[config.mk]
export PLATFORM = sky130hd
export DESIGN_NAME = bist_fail_logger
export DESIGN_NICKNAME = d
export VERILOG_FILES = /design/src/rtl/bist_fail_logger.sv
export SDC_FILE = /design/constraint.sdc
export NUM_CORES = 1
export LEC_CHECK = 0
export ABC_AREA = 1
export CAP_MARGIN = 0
export CORE_MARGIN = 2
export CORE_UTILIZATION = 57
export CTS_BUF_LIST = sky130_fd_sc_hd__clkbuf_16
export DETAILED_ROUTE_END_ITERATION = 8
export GPL_TIMING_DRIVEN = 0
export PLACE_DENSITY_LB_ADDON = 0.05
export SYNTH_ARGS = -nofsm -noshare
export SYNTH_HDL_FRONTEND = slang
export SYNTH_SLANG_ARGS = --single-unit
[constraint.sdc]
create_clock -name clk -period 2.9 [get_ports clk]
set_clock_uncertainty 0.15 [all_clocks]
set_input_delay 0.58 -clock clk [delete_from_list [all_inputs] [get_ports clk]]
set_output_delay 0.58 -clock clk [all_outputs]
set_load 0.03 [all_outputs]
[src/rtl/bist_fail_logger.sv]
// Fail-capture log for the SRAM memory BIST.
// Holds up to DEPTH distinct failures in a first-word-fall-through FIFO. Also keeps a
// saturating fail counter, a sticky overflow flag and an IDLE/ARMED/DONE session FSM.
module bist_fail_logger #(
    parameter int unsigned ADDR_WIDTH = 8,
    parameter int unsigned WORD_WIDTH = 4,
    parameter int unsigned DEPTH      = 8
) (
    input  logic                      clk,
    input  logic                      rst,
    input  logic                      arm,
    input  logic                      clear,
    input  logic                      bist_done,
    input  logic                      fail,
    input  logic [ADDR_WIDTH-1:0]     fail_addr,
    input  logic [WORD_WIDTH-1:0]     fail_data,
    input  logic                      log_ready,
    output logic                      log_valid,
    output logic [ADDR_WIDTH-1:0]     log_addr,
    output logic [WORD_WIDTH-1:0]     log_data,
    output logic [$clog2(DEPTH):0]    log_count,
    output logic [15:0]               fail_count,
    output logic                      overflow,
    output logic [1:0]                state,
    output logic                      pass
);

    localparam int unsigned PTR_W   = $clog2(DEPTH);
    localparam int unsigned CNT_W   = PTR_W + 1;
    localparam int unsigned ENTRY_W = ADDR_WIDTH + WORD_WIDTH;

    typedef enum logic [1:0] {
        StIdle  = 2'd0,
        StArmed = 2'd1,
        StDone  = 2'd2
    } state_e;

    state_e                 state_q, state_d;
    logic [PTR_W-1:0]       wr_ptr_q, wr_ptr_d;
    logic [PTR_W-1:0]       rd_ptr_q, rd_ptr_d;
    logic [CNT_W-1:0]       count_q, count_d;
    logic [15:0]            fail_count_q, fail_count_d;
    logic                   overflow_q, overflow_d;
    logic [ADDR_WIDTH-1:0]  last_addr_q, last_addr_d;
    logic                   last_valid_q, last_valid_d;
    logic [ENTRY_W-1:0]     mem_q [DEPTH];

    logic                   capture;
    logic                   dup;
    logic                   push_want;
    logic                   full;
    logic                   push;
    logic                   pop;
    logic                   drop;
    logic [ENTRY_W-1:0]     head;

    // Capture/push/pop qualification; clear overrides everything in its cycle.
    always_comb begin
        capture   = (state_q == StArmed) && fail && !clear;
        dup       = last_valid_q && (fail_addr == last_addr_q);
        push_want = capture && !dup;
        full      = (count_q == CNT_W'(DEPTH));
        // Pop only when an entry was already presented, so an empty FIFO never pops.
        pop       = log_valid && log_ready && !clear;
        // A full FIFO still accepts a push when the head leaves in the same cycle.
        push      = push_want && (!full || pop);
        drop      = push_want && full && !pop;
    end

    // Session state machine: clear wins over arm and bist_done.
    always_comb begin
        state_d = state_q;
        if (clear) begin
            state_d = StIdle;
        end else begin
            unique case (state_q)
                StIdle:  if (arm)       state_d = StArmed;
                StArmed: if (bist_done) state_d = StDone;
                StDone:  state_d = StDone;
                default: state_d = StIdle;
            endcase
        end
    end

    // FIFO pointers and occupancy.
    always_comb begin
        wr_ptr_d = wr_ptr_q;
        rd_ptr_d = rd_ptr_q;
        count_d  = count_q;
        if (clear) begin
            wr_ptr_d = '0;
            rd_ptr_d = '0;
            count_d  = '0;
        end else begin
            if (push) wr_ptr_d = wr_ptr_q + PTR_W'(1);
            if (pop)  rd_ptr_d = rd_ptr_q + PTR_W'(1);
            unique case ({push, pop})
                2'b10:   count_d = count_q + CNT_W'(1);
                2'b01:   count_d = count_q - CNT_W'(1);
                default: count_d = count_q;
            endcase
        end
    end

    // Fail counter, overflow flag and duplicate-filter register.
    always_comb begin
        fail_count_d = fail_count_q;
        overflow_d   = overflow_q;
        last_addr_d  = last_addr_q;
        last_valid_d = last_valid_q;
        if (clear) begin
            fail_count_d = '0;
            overflow_d   = 1'b0;
            last_addr_d  = '0;
            last_valid_d = 1'b0;
        end else begin
            if (capture && (fail_count_q != 16'hFFFF)) begin
                fail_count_d = fail_count_q + 16'd1;
            end
            if (drop) begin
                overflow_d = 1'b1;
            end
            // Dropped entries were never pushed, so they do not update the filter.
            if (push) begin
                last_addr_d  = fail_addr;
                last_valid_d = 1'b1;
            end
        end
    end

    // Control and status registers.
    always_ff @(posedge clk or negedge rst) begin
        if (!rst) begin
            state_q      <= StIdle;
            wr_ptr_q     <= '0;
            rd_ptr_q     <= '0;
            count_q      <= '0;
            fail_count_q <= '0;
            overflow_q   <= 1'b0;
            last_addr_q  <= '0;
            last_valid_q <= 1'b0;
        end else begin
            state_q      <= state_d;
            wr_ptr_q     <= wr_ptr_d;
            rd_ptr_q     <= rd_ptr_d;
            count_q      <= count_d;
            fail_count_q <= fail_count_d;
            overflow_q   <= overflow_d;
            last_addr_q  <= last_addr_d;
            last_valid_q <= last_valid_d;
        end
    end

    // Log storage; contents are don't-care until written, outputs are masked when empty.
    always_ff @(posedge clk) begin
        if (push) begin
            mem_q[wr_ptr_q] <= {fail_addr, fail_data};
        end
    end

    // Read port and status outputs.
    always_comb begin
        head       = mem_q[rd_ptr_q];
        log_valid  = (count_q != '0);
        log_addr   = log_valid ? head[ENTRY_W-1:WORD_WIDTH] : '0;
        log_data   = log_valid ? head[WORD_WIDTH-1:0] : '0;
        log_count  = count_q;
        fail_count = fail_count_q;
        overflow   = overflow_q;
        state      = state_q;
        pass       = (state_q == StDone) && (fail_count_q == 16'd0);
    end

endmodule

Yosys cells after proc, flatten, opt, wreduce, memory -nomap -nowiden:

Memories as Yosys holds them, arrays and structs flattened.
Cells that the tools add are included.

* output and inout port bits: 37
* input port bits: 19
* register bits: 38
* memories: 1
* memory bits (writable): 96

Memory list
* mem_q: depth 8, bits a word 12, rd ports 1, clocked after Yosys merged registers in 0, wr ports 1, RTL line 46 `logic [ENTRY_W-1:0] mem_q [DEPTH];`

* add/subtract/negate cells: 5
* multiplexer cells: 22
* reductions and logical operators: 25
* eq/ne operators: 9

Operators with widths (count)
* $mux W16: 2
* $mux W8: 3
* $add A16 B1 Y16 const B: 1
* $logic_not A16 Y1: 1
* $ne A16 B16 Y1 const B: 1
* $mux W3: 4
* $logic_and A1 B1 Y1: 11
* $eq A8 B8 Y1: 1
* $mux W4: 2
* $pmux W4 S2: 1
* $reduce_bool A2 Y1: 4
* $add A3 B1 Y3 const B: 2
* $mux W1: 6
* $mux W2: 3
* $ne A3 B3 Y1 const B: 2
* $pmux W2 S3: 1
* $add A4 B1 Y4 const B: 1
* $eq A2 B1 Y1 const B: 2
* $eq A2 B2 Y1 const B: 2
* $eq A4 B4 Y1 const B: 1
* $logic_not A1 Y1: 4
* $reduce_bool A4 Y1: 1
* $sub A4 B1 Y4 const B: 1
* $reduce_bool A3 Y1: 1
* other kinds (3): 3

Longest topological paths before layout:

Gate-level depths: netlist (run 1).

* word-level depth: 8
* depth in mapped cells: 18

Least setup slack after synthesis (run 1):

OpenSTA, ideal clock, no wires.

* path type: register to output
* from: register count_q[0], in the netlist log_count[0]
* to: output log_addr[1]
* arrival time: 1.984 ns
* stages on the path, launching flop included: 6
* slack: 0.186 ns
* data required time: 2.170 ns
* cell sequence: dfrtp_1 -> nor3_2 -> nand2_2 -> clkbuf_1 -> o21ai_0 -> a31oi_1

* cells in the longest elaborated chain, start to end: 2

RTL lines
* start: declaration: RTL line 41 `logic [CNT_W-1:0] count_q, count_d;`
* start signal: assignment: RTL line 146 `count_q <= count_d;`
* $reduce_bool A4 Y1: RTL line 164 `log_valid = (count_q != '0);`
* via log_valid: RTL line 18 `output logic log_valid,`
* $mux W8: RTL line 165 `log_addr = log_valid ? head[ENTRY_W-1:WORD_WIDTH] : '0;`
* end: declaration: RTL line 19 `output logic [ADDR_WIDTH-1:0] log_addr,`

The timed path passes the listed nets, and every way through them passes these cells.

Worst setup path after layout (run 1):

* from: register rd_ptr_q[1]
* to: output log_addr[4]

* cells in the longest elaborated chain, start to end: 2

RTL lines
* start: declaration: RTL line 40 `logic [PTR_W-1:0] rd_ptr_q, rd_ptr_d;`
* start signal: assignment: RTL line 145 `rd_ptr_q <= rd_ptr_d;`
* $mem_v2 Z8 W12
* $mux W8: RTL line 165

Every way passes these cells.

==> impl_results.md, run 1 <==
* Number of CTS-inserted buffers at 17
* Cell count after synthesis at 574
* Most used cell, CP: o21ai_0
* Final setup fails at 0
* Vias in the first global route at between 4000 and 5000
* Layout Nets at 684
* Design Area, Final at 0.00732 mm²
* Fin crit period at roughly 2900 ps
* CTS Sinks at between 100 and 150
* R2R Setup Slk at 250 ps
* Worst path required time at around 2200 ps
* Slew Limit Headroom at 41.5%
* Worst reg2reg path endpoint: mem_q[3][3]
* Finished Layout Cells at 803
* DIE AREA at 0.0113 mm²
* Cells along the critical path: buf_2 > o21ai_0 > o22ai_1 > o21ai_0 > a31oi_1 > clkdlybuf4s18_2
* Clock buffer depth at 2
* H-tree levels at 4
* 1st-iter DRT viols at 311
* Final hold vios at 0
* Post-DR wirelength/cell at 18.1 µm
* Fmax at 349 MHz
* Die Y at 106 µm
* RSZ-0062 raised after global routing: yes
* DP Area at about 0.0067 mm²
* Die width at 106 µm
* Antenna cells at 0
* GR Util All Layers at 26.9%
* Maximum number of pins on one net before global-route repair at 39
* Warnings, synthesis at 0
* Status: finished clean
* Syn_nets at 604
* Seq/Total Area, Yosys at ~64%
* GRT overflow at 0
* Crit end category: primary output
* Commonest non-fill, non-tap cells in the layout: edfxtp_1, nor2_1, o21ai_0, nand2_1, inv_1
* Core Region at 0.0102 mm²
* Crit-path slowest cell: dfrtp_2
* Final Max Slew Viols at 0
* Share of cells above drive strength 1 at 13.6%
* Num ports at 56
* Crit path DAT at roughly 2100 ps
* Distinct cell type count after synthesis at 30
* Mapped cell area at 0.00597 mm²
* Via-per-instance ratio at 5.70
* Average cell area after synthesis at approximately 10 µm²
* First-pass detailed-route iteration total at 5
* Final hold slack at between 100 and 150 ps
* Async set-reset flop share out of synthesis at 28.4%
* Reg2Reg Depth at 8
* Initial antenna violation count at 0
* ANT nets after route at 0
* Total of max-cap violations at 0
* Post-synth EDFFs at between 90 and 100
* Clock-pin slew on the worst setup and hold paths at around 60 ps
* Class of the most critical setup path: reg -> out
* RePlAce Congestion at roughly 0.9
* Placed Cells at 764
* Fin crit share at just under 100%
* Starting Density at about three fifths
* Vias at 4574
* Post-detail-place hpwl at 9.11 mm
* Synth-to-layout area growth at 22.8%
* Leak Pwr at 2.87 nW
* # rows at 37
* Clk_lat worst skew at approximately 410 ps
* Port Buf Inserts at 54
* CTS Root Cell: clkbuf_16
* CTS tree: built
* Drc violations at 0
* Total Wirelength at 14.5 mm
* PD cells at 658 mW/mm²
* CP Max Fanout at 10
* Crit path launch type: flop
* RR Startpoint: state[1]
* Hold Buf Count CTS at 0
* Commonest non-fill, non-tap cell in the layout: edfxtp_1
* First-pass GRT wire length at 22.4 mm
* CP max stage delay at 460 ps
* Max VDD drop at about 0.35 mV
* Top FF cell, synth: edfxtp_1
* Worst-margin pin slew at between 800 and 900 ps
* Worst hold path type: in -> async
* Yosys reg bits at ~130
==> per-stage QoR <==
step                      worst slack, ps  util (%)  total power, mW  TNS, ps
after floorplan                       186         -             2.65        0
after global placement               -869      65.3             2.93   -80190
after detailed placement             -979      65.2             2.95   -87640
after CTS                           -16.4      71.8             4.84    -16.4
after global routing                -64.8      71.6             4.99    -1990
final                                36.7      71.6             4.82        0
==> cell families after synthesis <==
family / synth area share (%)
AND/OR/NAND/NOR: 15.7
adder cells (fa/ha/maj): 2.43
buffers and inverters: 5.12
XOR/XNOR: 0.587
flip-flops: 64.2
AO/OA/AOI/OAI: 11.9
==> repair_timing <==
item,in CTS,in global routing
cloned,0,0
pin swaps,5,0
buffers inserted,7,0
endpoints found under the setup margin,111,62
resized for setup,67,40
==> cell type report <==
class	instances	area, µm²
Sequential cell	134	3840
Clock buffer	17	425
Tap cell	136	170
Inverter	58	218
Clock inverter	15	97.6
Fill cell	730	2910
Multi-Input combinational cell	362	1880
Timing Repair Buffer	61	577
Buffer	20	121
==> cell usage after synthesis (2+ instances only) <==
cell	instances	area, µm²
o21ai_0	77	385
ha_1	10	125
nand2_2	3	18.8
a31oi_1	14	87.6
inv_2	4	15.0
inv_1	54	203
nor3_2	2	20.0
o21ai_1	4	20.0
nor2_2	2	12.5
buf_2	4	20.0
nand4_1	8	50.1
a21oi_2	2	17.5
clkbuf_1	15	56.3
a21oi_1	9	45.0
nand3_1	21	105
xor2_1	4	35.0
nand2_1	69	259
nor2_1	97	364
nand2_4	2	22.5
nor3_1	9	45.0
dfrtp_1	38	951
a211oi_1	3	22.5
nor4_1	2	12.5
o22ai_1	20	125
edfxtp_1	96	2880
==> how the worst max path moves through the flow <==
stage            startpoint          end  slack (ps)  cells after the start
3_3_place_gp   fail_addr[1]  mem_q[4][7]        -870                      9
5_1_grt        fail_addr[1]  mem_q[3][3]         -60                      9
3_5_place_dp   fail_addr[1]  mem_q[4][5]        -980                      9
6_report        rd_ptr_q[1]  log_addr[4]          40                      6
4_1_cts         rd_ptr_q[1]  log_addr[6]         -20                      7
2_1_floorplan  log_count[0]  log_addr[1]         190                      5
==> power breakdown <==
group          internal [mW]  leakage, nW  total (mW)  switching, mW
Sequential              2.12         1.39        2.17         0.0434
Combinational          0.247         1.22       0.749          0.502
Clock                   1.15        0.264        1.90          0.753
Total                   3.52         2.87        4.82           1.30
==> registers in the layout (all words and copies together), names as in the netlist <==
register,cells
fail_count,16
last_addr_q,8
wr_ptr_q,3
mem_q,96
log_count,4
last_valid_q,1
rd_ptr_q,3
overflow,1
state,2
==> worst max-delay path, delay by kind of cell, from the launching register on <==
kind,cells,cell delay (ps)
flip-flops,1,460
buffers and inverters,2,640
AO/OA/AOI/OAI,4,620
==> per-layer routing <==
metal / vias up / global-route usage (%) / share of wire [%]
li1: 2160 / - / -
met1: 2181 / 34.0 / 41
met2: 201 / 44.9 / 49
met3: 32 / 5.21 / 7.4
met4: 0 / 12.5 / 3.0
met5: - / 0 / 0
No activity file was read; power rests on OpenSTA's default activity.
==> inputs of run 2 (changes only) <==
- CTS_CLUSTER_SIZE: unset -> 25
==> results of run 2 <==
The final DEF is identical to that of run 1; final timing and power are the same.
